### src/rtl/pc_seq_pkg.sv
// Shared constants for the fetch-stage next-PC sequencer.
package pc_seq_pkg;

    localparam logic [1:0] ST_IDLE = 2'd0;
    localparam logic [1:0] ST_RUN  = 2'd1;
    localparam logic [1:0] ST_HALT = 2'd2;

    localparam logic [31:0] DEF_RESET_ADDR = 32'd0;
    localparam logic [31:0] DEF_HALT_ADDR  = 32'd248;
    localparam logic [31:0] PC_INC         = 32'd4;
    localparam logic [31:0] ADDR_MASK      = 32'hFFFF_FFFC;

    // Redirect targets are forced onto a word boundary.
    function automatic logic [31:0] word_align(input logic [31:0] addr);
        return addr & ADDR_MASK;
    endfunction

endpackage

### src/rtl/pc_flush_timer.sv
// Loadable down-counter; flush_o is high while the count is non-zero.
module pc_flush_timer #(
    parameter int unsigned FLUSH_CYCLES = 2
) (
    input  logic clk_i,
    input  logic start_i,
    input  logic load_i,
    input  logic clr_i,
    output logic flush_o
);

    localparam logic [1:0] LOAD_VAL = 2'(FLUSH_CYCLES);

    logic [1:0] cnt_q;

    always_ff @(posedge clk_i or negedge start_i) begin
        if (!start_i) begin
            cnt_q <= 2'd0;
        end else if (clr_i) begin
            cnt_q <= 2'd0;
        end else if (load_i) begin
            cnt_q <= LOAD_VAL;
        end else if (cnt_q != 2'd0) begin
            cnt_q <= cnt_q - 2'd1;
        end
    end

    assign flush_o = (cnt_q != 2'd0);

endmodule

### src/rtl/pc_sequencer.sv
// Fetch-stage program counter: increment, hold, redirect or halt each cycle.
module pc_sequencer
    import pc_seq_pkg::*;
#(
    parameter logic [31:0] RESET_ADDR   = DEF_RESET_ADDR,
    parameter logic [31:0] HALT_ADDR    = DEF_HALT_ADDR,
    parameter int unsigned FLUSH_CYCLES = 2,
    parameter int unsigned CNT_W        = 16
) (
    input  logic             clk_i,
    input  logic             start_i,
    input  logic             hazard_i,
    input  logic             imem_ready_i,
    input  logic             branch_taken_i,
    input  logic [31:0]      branch_target_i,
    input  logic             jump_i,
    input  logic [31:0]      jump_target_i,
    output logic [31:0]      pc_o,
    output logic             fetch_req_o,
    output logic             flush_o,
    output logic             halted_o,
    output logic [CNT_W-1:0] stall_cnt_o
);

    logic [1:0]       state_q, state_d;
    logic [31:0]      pc_q, pc_d;
    logic [CNT_W-1:0] stall_q;
    logic             redirect;
    logic             stall_inc;
    logic             halt_enter;

    always_comb begin
        state_d   = state_q;
        pc_d      = pc_q;
        redirect  = 1'b0;
        stall_inc = 1'b0;
        case (state_q)
            ST_IDLE: state_d = ST_RUN;
            ST_RUN: begin
                // Reaching the halt address beats any same-cycle redirect.
                if (pc_q == HALT_ADDR) begin
                    state_d = ST_HALT;
                end else if (jump_i) begin
                    pc_d     = word_align(jump_target_i);
                    redirect = 1'b1;
                end else if (branch_taken_i) begin
                    pc_d     = word_align(branch_target_i);
                    redirect = 1'b1;
                end else if (hazard_i || !imem_ready_i) begin
                    stall_inc = 1'b1;
                end else begin
                    pc_d = pc_q + PC_INC;
                end
            end
            ST_HALT: state_d = ST_HALT;
            default: state_d = ST_IDLE;
        endcase
    end

    assign halt_enter = (state_d == ST_HALT);

    always_ff @(posedge clk_i or negedge start_i) begin
        if (!start_i) begin
            state_q <= ST_IDLE;
            pc_q    <= RESET_ADDR;
            stall_q <= '0;
        end else begin
            state_q <= state_d;
            pc_q    <= pc_d;
            if (stall_inc && (stall_q != '1)) begin
                stall_q <= stall_q + CNT_W'(1);
            end
        end
    end

    pc_flush_timer #(
        .FLUSH_CYCLES(FLUSH_CYCLES)
    ) u_flush_timer (
        .clk_i  (clk_i),
        .start_i(start_i),
        .load_i (redirect),
        .clr_i  (halt_enter),
        .flush_o(flush_o)
    );

    assign pc_o        = pc_q;
    assign fetch_req_o = (state_q == ST_RUN);
    assign halted_o    = (state_q == ST_HALT);
    assign stall_cnt_o = stall_q;

endmodule

### config.mk
export PLATFORM = sky130hd
export DESIGN_NAME = pc_sequencer
export DESIGN_NICKNAME = d
export VERILOG_FILES = /design/src/rtl/pc_seq_pkg.sv /design/src/rtl/pc_flush_timer.sv /design/src/rtl/pc_sequencer.sv
export SDC_FILE = /design/constraint.sdc
export NUM_CORES = 1
export LEC_CHECK = 0
export BUFFER_PORTS_ARGS = -buffer_cell sky130_fd_sc_hd__buf_4
export CORE_ASPECT_RATIO = 1.4
export CORE_MARGIN = 2
export CORE_UTILIZATION = 45
export CTS_CLUSTER_SIZE = 8
export DETAILED_ROUTE_END_ITERATION = 6
export PLACE_DENSITY = 0.77
export SLEW_MARGIN = 20
export SYNTH_ARGS = -nofsm -noshare
export SYNTH_HDL_FRONTEND = slang
export SYNTH_HIERARCHICAL = 1
export SYNTH_SLANG_ARGS = --single-unit
export TNS_END_PERCENT = 100
### constraint.sdc
create_clock -name clk_i -period 2.2 [get_ports clk_i]
set_clock_uncertainty 0.2 [all_clocks]
set_input_delay 0.22 -clock clk_i [delete_from_list [all_inputs] [get_ports clk_i]]
set_output_delay 0.22 -clock clk_i [all_outputs]
set_load 0.03 [all_outputs]
==> results of run 1 <==
==> layout by cell type, fill, tap and decap left out, drive strengths merged, types with 4 or more instances in the layout <==
master,synthesis,layout
ha,4,4
o211ai,18,18
nand2,50,50
buf,7,164
nand3,27,27
nor3,5,5
xnor2,21,21
inv,12,12
a31oi,11,11
nand4,14,14
nor4,13,13
o21ai,18,18
nor2,28,28
dfrtp,50,50
a21oi,37,37
or3,4,4
xor2,7,7
nand2b,6,6
clkbuf,16,5
==> stage by stage <==
| stage | util [%] | total power, µW | cells |
|---|---|---|---|
| after floorplan | - | 1820 | 393 |
| after global placement | 64.4 | 2310 | 620 |
| final | 67.8 | 2930 | 640 |
| after global routing | 67.8 | 3070 | 640 |
| after CTS | 66.2 | 2900 | 631 |
| after detailed placement | 64.4 | 2350 | 620 |
==> cell families after synthesis <==
kind of cell / Yosys count
AOI/OAI and AO/OA: 109
xor gates and xnor gates: 28
adders and majority gates: 4
buffers and inverters: 36
DFF: 50
muxes: 2
other: 1
and+or+nand+nor: 162
==> path summary, 6_finish.rpt <==
path | start | to | slack (ns) | cells past startpoint
setup / recovery | pc_o[13] | stall_cnt_o[3] | 0.09 | 8
hold reg to reg | state_q[1] | state_q[0] | 0.24 | 1
max in group asynchronous | start_i | pc_o[15] | 1.04 | 2
setup reg to reg | pc_o[13] | stall_cnt_o[3] | 0.09 | 8
min in group asynchronous | start_i | u_flush_timer/cnt_q[1] | 0.26 | 2
hold / removal | jump_target_i[7] | pc_o[7] | 0.006 | 3
==> report_power, final <==
part / internal [µW] / switching (µW)
registers: 1040 / 152
logic: 520 / 661
clock network: 224 / 331
total: 1790 / 1140
==> sequential cells by signal (all words and copies together), names as in the netlist <==
name                 count
stall_cnt_o             16
pc_o                    30
state_q                  2
u_flush_timer/cnt_q      2
==> worst reg2reg max path, cell delays in order, from the launching register on <==
cell,delay (ns)
dfrtp_2,0.45
nor4_1,0.36
nand4_1,0.24
nor2_4,0.19
buf_6,0.12
buf_4,0.13
nor2_4,0.05
buf_4,0.13
xor2_1,0.13
==> timing repair <==
| item | CTS | global route |
|---|---|---|
| gates cloned | 0 | 1 |
| pin swaps | 0 | 6 |
| hold buffers | 3 | 0 |
| resized for setup | 1 | 11 |
| buffers inserted | 0 | 8 |
| endpoints found under the setup margin | 11 | 37 |
| hold endpoints to repair | 52 | 0 |
==> layer usage <==
layer  vias to the layer above  share of wire [%]  global-route usage [%]
li1                       1730                  -                       -
met1                      1763                 40                    32.2
met2                       155                 52                    42.9
met3                        22                5.3                    3.18
met4                         0                2.4                    8.90
met5                         -                  0                       0
==> area by class of cell <==
cell class                 instances  area share, %
inverter                          13           1.03
sequential                        50           26.7
multi-input combinational        307           40.8
clock buffer                       5           1.45
clock inverter                     3          0.449
timing repair buffer             167           27.1
tap                               95           2.51
==> out/metrics.cfg, run 1 <==
[power]
ir_worst_vdd_v = 0.000376
powerDensity_nw_per_um2 = 620
p_leak_uw = 0.00213

[logic_synthesis]
synth.most_common_cell = dfrtp_1
synth_common_cells = dfrtp_1, nand2_1, a21oi_1
synth_top_area_cell = dfrtp_1
muxShareOfSynthArea_pct = 0.654
synth_edf_count = 0
synthSimpleGateAreaFrac_pct = 25.9
synth_xor_xnor_area_share_pct = 7.54
synth_area_leaders = dfrtp_1, a21oi_1, nand2_1, xnor2_1, nand3_1
seq_area_frac_synth_pct = 38.4
synth_fa_ha_area_share_pct = 1.54
ys_ff_latch = 50
syn_area_um2 = 3250
synth_top_area_share_pct = 38.4
synth.avg_cell_area_um2 = 8.30
synth_warnings = 6
synth_cell_types = 58
async_flop_share_pct = 100
netlist_instances = 392
synth_top_family_by_area = simple AND/OR/NAND/NOR gates
synth_compound_area_share_pct = 21.3
synthFlopType = dfrtp_1

[place]
gp_congestion = 0.898
dpl-instance-area_um2 = 4490
post-place-ws_ns = -0.0167
portBuffers = 114
post-dp-hpwl_um = 7480

[sta]
fmax_ghz = 0.474
tightest_slew_ns = 0.662
hold_viol = 0
slew_violations = 0
fin_crit_ns = 2.11
hold_slack_ns = 0.00557
timing.final.crit_share_pct = 95.9
tns_ns = 0
fin_ws_ns = 0.0903
setup_viol = 0
maxSlewHeadroom_pct = 55.9

[layout]
fin_area_um2 = 4730
diodes = 0
fillers = 614
area_growth_syn_to_layout_pct = 45.4
multi_input_area_um2 = 1930
drive_above_1_share_pct = 37.2
final_nets = 618
register_area_um2 = 1260

[critical_path]
cp_data_required_time_ns = 2.20
critical_path_class = reg2reg
slowest_delay_ns = 0.45
crit_path_max_fanout = 7
path_delay_family = simple AND/OR/NAND/NOR gates
crit_arrival_ns = 2.11
cp_cell_sequence = nor4_1 > nand4_1 > nor2_4 > buf_6 > buf_4 > nor2_4 > buf_4 > xor2_1
start_kind = flip-flop
cp_num_buf_inv = 3
cp-end-kind = flip-flop
critPathSlowestCell = dfrtp_2

[drt]
routedWlPerCell_um = 16.0
viasPerCell = 5.73
drc = 0
num_vias = 3670
first_pass_iters = 7
antenna_left = 0
drtIter0Drc = 267
finalWirelength_um = 10200

[floorplanning]
initial_core_util_pct = 46.6
core-area_um2 = 6980
dieArea_um2 = 7940
num_rows = 36
pin_count = 121
die_w_um = 75.9
die_h_um = 105

[global_route]
grt_pass1_vias = 3490
overflow = 0
grt_max_degree = 51
antenna_found_initial = 0
grt_pass1_wl_um = 16000
gr-usage-all-layers_pct = 25.3

[run]
cap_violations = 0

[clock_network]
cts_buffers = 5
htreeDepth = 2
clk_pin_slew_worst_paths_ns = 0.09
clkSinkCount = 50
cts_tree = built
cts_root_buf = clkbuf_8
clock_path_buffers = 2
clk_latency_ns = 0.31

[min_path]
hold_class = in2reg

[status]
status = finished, final reports clean

Power figures use the tool's default switching activity.
==> run 2: changes to the inputs <==
- MAX_ROUTING_LAYER: unset -> met4
==> run 2 against run 1 <==
Compared with the run above: worst setup slack improved by 0.0074 ns; total power hardly changed; clock-buffer cell count unchanged.
==> out/metrics.cfg, run 2 (same netlist as run 1, synthesis figures left out) <==
[status]
status = finished, final reports clean

[critical_path]
cp-end-kind = flip-flop
crit_arrival_ns = 2.12  ; about the same
critical_path_class = reg2reg
crit_path_max_fanout = 9  ; +2
start_kind = flip-flop
reg2reg_depth = 6  ; -2
cp_data_required_time_ns = 2.22  ; +0.02 ns

[clock_network]
clkSinkCount = 50  ; unchanged
clk_latency_ns = 0.32  ; about the same
clk_pin_slew_worst_paths_ns = 0.09  ; about the same
clock_path_buffers = 2  ; unchanged
cts_tree = built
htreeDepth = 2  ; unchanged
cts_buffers = 5  ; unchanged
cts_root_buf = clkbuf_8

[power]
swShare_pct = 39.0  ; about the same
ir_worst_vdd_v = 0.000376  ; about the same
p_leak_uw = 0.00213  ; unchanged
total_power_uw = 2930  ; about the same
seq_power_share_pct = 40.8  ; about the same
clkPwrFrac_pct = 19.0  ; about the same
powerDensity_nw_per_um2 = 620  ; about the same
p_comb_share_pct = 40.2  ; about the same
power.switching_uw = 1140  ; +0.12%
p_int_uw = 1790  ; about the same

[drt]
finalWirelength_um = 10200  ; about the same
num_vias = 3681  ; +0.30%
antenna_left = 0  ; unchanged
drtIter0Drc = 230  ; -14%
viasPerCell = 5.75  ; +0.30%
routedWlPerCell_um = 16.0  ; about the same
drc = 0  ; unchanged
first_pass_iters = 5  ; -2

[floorplanning]
core-area_um2 = 6980  ; unchanged
initial_core_util_pct = 46.6  ; unchanged
dieArea_um2 = 7940  ; unchanged
num_rows = 36  ; unchanged
die_h_um = 105  ; unchanged
pin_count = 121  ; unchanged
die_w_um = 75.9  ; unchanged

[layout]
final_common_cell = buf_4
fin_util_pct = 67.8  ; unchanged
drive_above_1_share_pct = 37.2  ; unchanged
fin_area_um2 = 4730  ; unchanged
final_cell_mix = buf_4, nand2_1, dfrtp_1
diodes = 0  ; unchanged
final_nets = 618  ; unchanged
largest_register_ffs = 30  ; unchanged
area_growth_syn_to_layout_pct = 45.4  ; unchanged

[global_route]
grt_pass1_wl_um = 16000  ; about the same
gr-usage-all-layers_pct = 26.0  ; +0.67 points
antenna_found_initial = 0  ; unchanged
grt_pass1_vias = 3487  ; -0.086%
overflow = 0  ; unchanged
grt_max_degree = 51  ; unchanged

[place]
post-dp-hpwl_um = 7480  ; unchanged
dpl-instance-area_um2 = 4490  ; unchanged
gp_congestion = 0.914  ; +1.7%
portBuffers = 114  ; unchanged

[sta]
timing.final.crit_share_pct = 95.6  ; -0.33 points
fin_crit_ns = 2.10  ; -0.00735 ns
hold_viol = 0  ; unchanged
setup_viol = 0  ; unchanged
fmax_ghz = 0.476  ; +0.35%
maxSlewHeadroom_pct = 55.8  ; about the same
slew_violations = 0  ; unchanged
tightest_slew_ns = 0.663  ; +0.000662 ns

[min_path]
hold_class = in2reg
holdPathStages = 3  ; unchanged

[run]
cap_violations = 0  ; unchanged

run 2: cell counts in the layout (fill, tap and decap cells not counted):
No cell type changed its count.
run 2: final timing paths:
check                                        from                endpoint  slack [ns]
worst max-delay path                     pc_o[12]                pc_o[25]         0.1
worst min-delay path            jump_target_i[10]                pc_o[10]       0.006
worst max register to register           pc_o[12]                pc_o[25]         0.1
worst min register to register         state_q[1]              state_q[0]        0.23
max in group asynchronous                 start_i                pc_o[15]        1.04
min in group asynchronous                 start_i  u_flush_timer/cnt_q[1]        0.26
run 2: critical path, stage by stage (launching register included):
cell      delay [ns]
dfrtp_2         0.47
nand4_4         0.15
nor4_4          0.31
buf_6           0.18
nand2_4         0.09
o311a_1         0.36
a311oi_1        0.23
run 2: per-layer routing:
| layer | routed length (µm) | share of wire [%] | GRT usage, % | up-vias |
|---|---|---|---|---|
| li1 | - | - | - | 1730 |
| met4 | 251 | 2.5 | 8.90 | 0 |
| met1 | 4100 | 40 | 31.9 | 1764 |
| met5 | 0 | 0 | - | - |
| met3 | 568 | 5.6 | 3.18 | 28 |
| met2 | 5320 | 52 | 43.1 | 159 |
run 2: per-stage QoR:
step	setup slack, ns	setup TNS [ns]	instances	hold slack (ns)
floorplan	-0.0324	-0.168	393	-0.276
global placement	0.0314	0	620	0.0875
detailed placement	-0.0167	-0.0376	620	0.0936
CTS	0.00729	0	631	0.00585
global route	-0.00626	-0.00754	640	0.0102
finish	0.0977	0	640	0.00623
run 2: layout make-up:
type / instances / area, µm²
inverter: 13 / 48.8
fill: 614 / 2250
sequential: 50 / 1260
timing repair buffer: 167 / 1280
clock inverter: 3 / 21.3
tap: 95 / 119
multi-input combinational: 307 / 1930
clock buffer: 5 / 68.8
run 2: power by group through the flow:
stage / clock network, µW / logic, µW / registers [µW]
finish: 556 / 1180 / 1200
global route: 598 / 1260 / 1210
CTS: 562 / 1150 / 1190
detailed placement: 0 / 1140 / 1210
global placement: 0 / 1120 / 1200
floorplan: 0 / 367 / 1450
run 2: timing repair:
| action | 4_1_cts | 5_1_grt |
|---|---|---|
| endpoints found under the hold margin | 52 | 0 |
| pin swaps | 0 | 6 |
| buffers inserted | 0 | 8 |
| hold buffers | 3 | 0 |
| endpoints found under the setup margin | 11 | 37 |
| gates cloned | 0 | 1 |
| resized for setup | 1 | 11 |
==> run 3: changes to the inputs <==
- CORE_UTILIZATION: 45 -> 46
- CTS_BUF_LIST: unset -> sky130_fd_sc_hd__clkbuf_2 sky130_fd_sc_hd__clkbuf_4 sky130_fd_sc_hd__clkbuf_8
- PLACE_DENSITY: 0.77 -> 0.78
==> run 3 against run 2 <==
Compared with the run above: the run now ends with negative hold slack left; sequential power about the same; clock power increased by 42%; wire length increased by 3.1%; largest cell class unchanged.
==> out/metrics.cfg, run 3 (same netlist as run 1, synthesis figures left out) <==
[clock_network]
htreeDepth = 2  ; unchanged
cts_root_buf = clkbuf_8
clk_latency_ns = 0.31  ; about the same
cts_tree = built
cts_buffers = 5  ; unchanged
clock_path_buffers = 2  ; unchanged
clk_pin_slew_worst_paths_ns = 0.10  ; about the same
clkSinkCount = 50  ; unchanged

[drt]
first_pass_iters = 5  ; unchanged
drtIter0Drc = 253  ; +10%
finalWirelength_um = 10600  ; +3.1%
num_vias = 3694  ; +0.35%
viasPerCell = 5.82  ; +1.1%
antenna_left = 0  ; unchanged
drc = 0  ; unchanged
routedWlPerCell_um = 16.6  ; +3.9%

[layout]
diodes = 0  ; unchanged
area_growth_syn_to_layout_pct = 48.8
drive_above_1_share_pct = 38.5  ; +1.3 points
fin_area_um2 = 4840  ; +2.3%
largest_register_ffs = 30  ; unchanged
final_nets = 613  ; -0.81%
final_common_cell = buf_4
final_cell_mix = buf_4, nand2_1, dfrtp_1

[power]
total_power_uw = 3190  ; +8.6%
powerDensity_nw_per_um2 = 658  ; +6.2%
p_leak_uw = 0.00215  ; +0.96%
ir_worst_vdd_v = 0.000439  ; +17%

[sta]
fin_crit_ns = 2.16  ; +0.0609 ns
setup_viol = 0  ; unchanged
timing.final.crit_share_pct = 98.3  ; +2.8 points
fmax_ghz = 0.462  ; -2.8%
hold_viol = 1  ; +1
maxSlewHeadroom_pct = 57.1  ; +1.3 points
slew_violations = 0  ; unchanged
tightest_slew_ns = 0.643  ; -0.0193 ns
hold_slack_ns = -0.0152  ; -0.0214 ns

[critical_path]
crit_path_max_fanout = 4  ; -5
worst_setup_path_startpoint = pc_o[15]
crit_arrival_ns = 2.17  ; +0.05 ns
cp_data_required_time_ns = 2.20  ; -0.02 ns
rr_startpoint = pc_o[15]
critical_path_class = reg2reg
start_kind = flip-flop
cp-end-kind = flip-flop

[floorplanning]
dieArea_um2 = 7770  ; -2.1%
pin_count = 121  ; unchanged
die_w_um = 75.1  ; -1.0%
initial_core_util_pct = 47.2  ; +0.61 points
die_h_um = 104  ; -1.1%
num_rows = 36  ; unchanged
core-area_um2 = 6890  ; -1.3%

[status]
violations = negative hold slack
status = finished, violations left

[run]
cap_violations = 0  ; unchanged

[place]
dpl-instance-area_um2 = 4480  ; -0.33%
portBuffers = 114  ; unchanged
gp_congestion = 0.888  ; -2.8%
post-dp-hpwl_um = 7480  ; about the same

[min_path]
hold_class = in2reg
hp-start = jump_target_i[14]

[global_route]
grt_pass1_wl_um = 16700  ; +4.5%
antenna_found_initial = 0  ; unchanged
grt_max_degree = 51  ; unchanged
overflow = 0  ; unchanged
gr-usage-all-layers_pct = 27.7  ; +1.7 points
grt_pass1_vias = 3706  ; +6.3%

[run 3: critical path, cell delays in order (launching register included)]
cell     delay (ns)
dfrtp_2        0.44
buf_4          0.16
nor4_1         0.24
nand4_1        0.23
nor2_4         0.17
buf_12         0.13
nor4_4         0.04
buf_4          0.17
mux2_2         0.26
[run 3: layout make-up]
class,instances,area (µm²)
clock buffers,5,68.8
multi-input cells,307,1990
fillers,565,2050
repair buffers,162,1290
clock inverters,3,68.8
inverters,13,48.8
flip-flops and latches,50,1260
well taps,95,119
[run 3: layer usage]
layer | share of wire, % | GRT usage, %
met5 | 0 | -
met4 | 2.0 | 9.82
met3 | 7.0 | 3.70
met2 | 53 | 46.9
met1 | 38 | 32.7
[run 3: worst paths after layout]
path / to / slack, ns / cells past startpoint
setup / recovery: stall_cnt_o[1] / 0.04 / 8
hold / removal: pc_o[14] / -0.02 / 3
setup reg to reg: stall_cnt_o[1] / 0.04 / 8
hold reg to reg: state_q[0] / 0.24 / 1
max in group asynchronous: pc_o[2] / 1.07 / 2
min in group asynchronous: stall_cnt_o[15] / 0.27 / 2
[run 3: what timing repair did]
| action | in CTS | in global routing |
|---|---|---|
| hold endpoints to repair | 52 | 0 |
| gates cloned | 0 | 1 |
| resized for setup | 2 | 22 |
| hold buffers | 3 | 0 |
| pin swaps | 3 | 7 |
| setup buffers | 1 | 4 |
| endpoints found under the setup margin | 12 | 40 |
[run 3: where the power goes]
group | total (µW) | leakage [µW] | switching, µW | internal [µW]
sequential | 1200 | 0.000605 | 158 | 1050
clock | 787 | 0.0000683 | 332 | 456
combinational | 1200 | 0.00148 | 670 | 526
total | 3190 | 0.00215 | 1160 | 2030
[run 3: through the flow]
step | instances | hold slack [ns] | TNS [ns] | utilization, % | worst slack [ns]
finish | 635 | -0.0152 | 0 | 70.2 | 0.0368
global route | 635 | 0.0142 | -0.222 | 70.2 | -0.0392
CTS | 630 | 0.00113 | 0 | 67.8 | 0.00485
detailed placement | 618 | 0.0907 | 0 | 65.0 | 0.0169
global placement | 618 | 0.0963 | 0 | 65.0 | 0.0333
floorplan | 393 | -0.276 | -0.168 | - | -0.0324
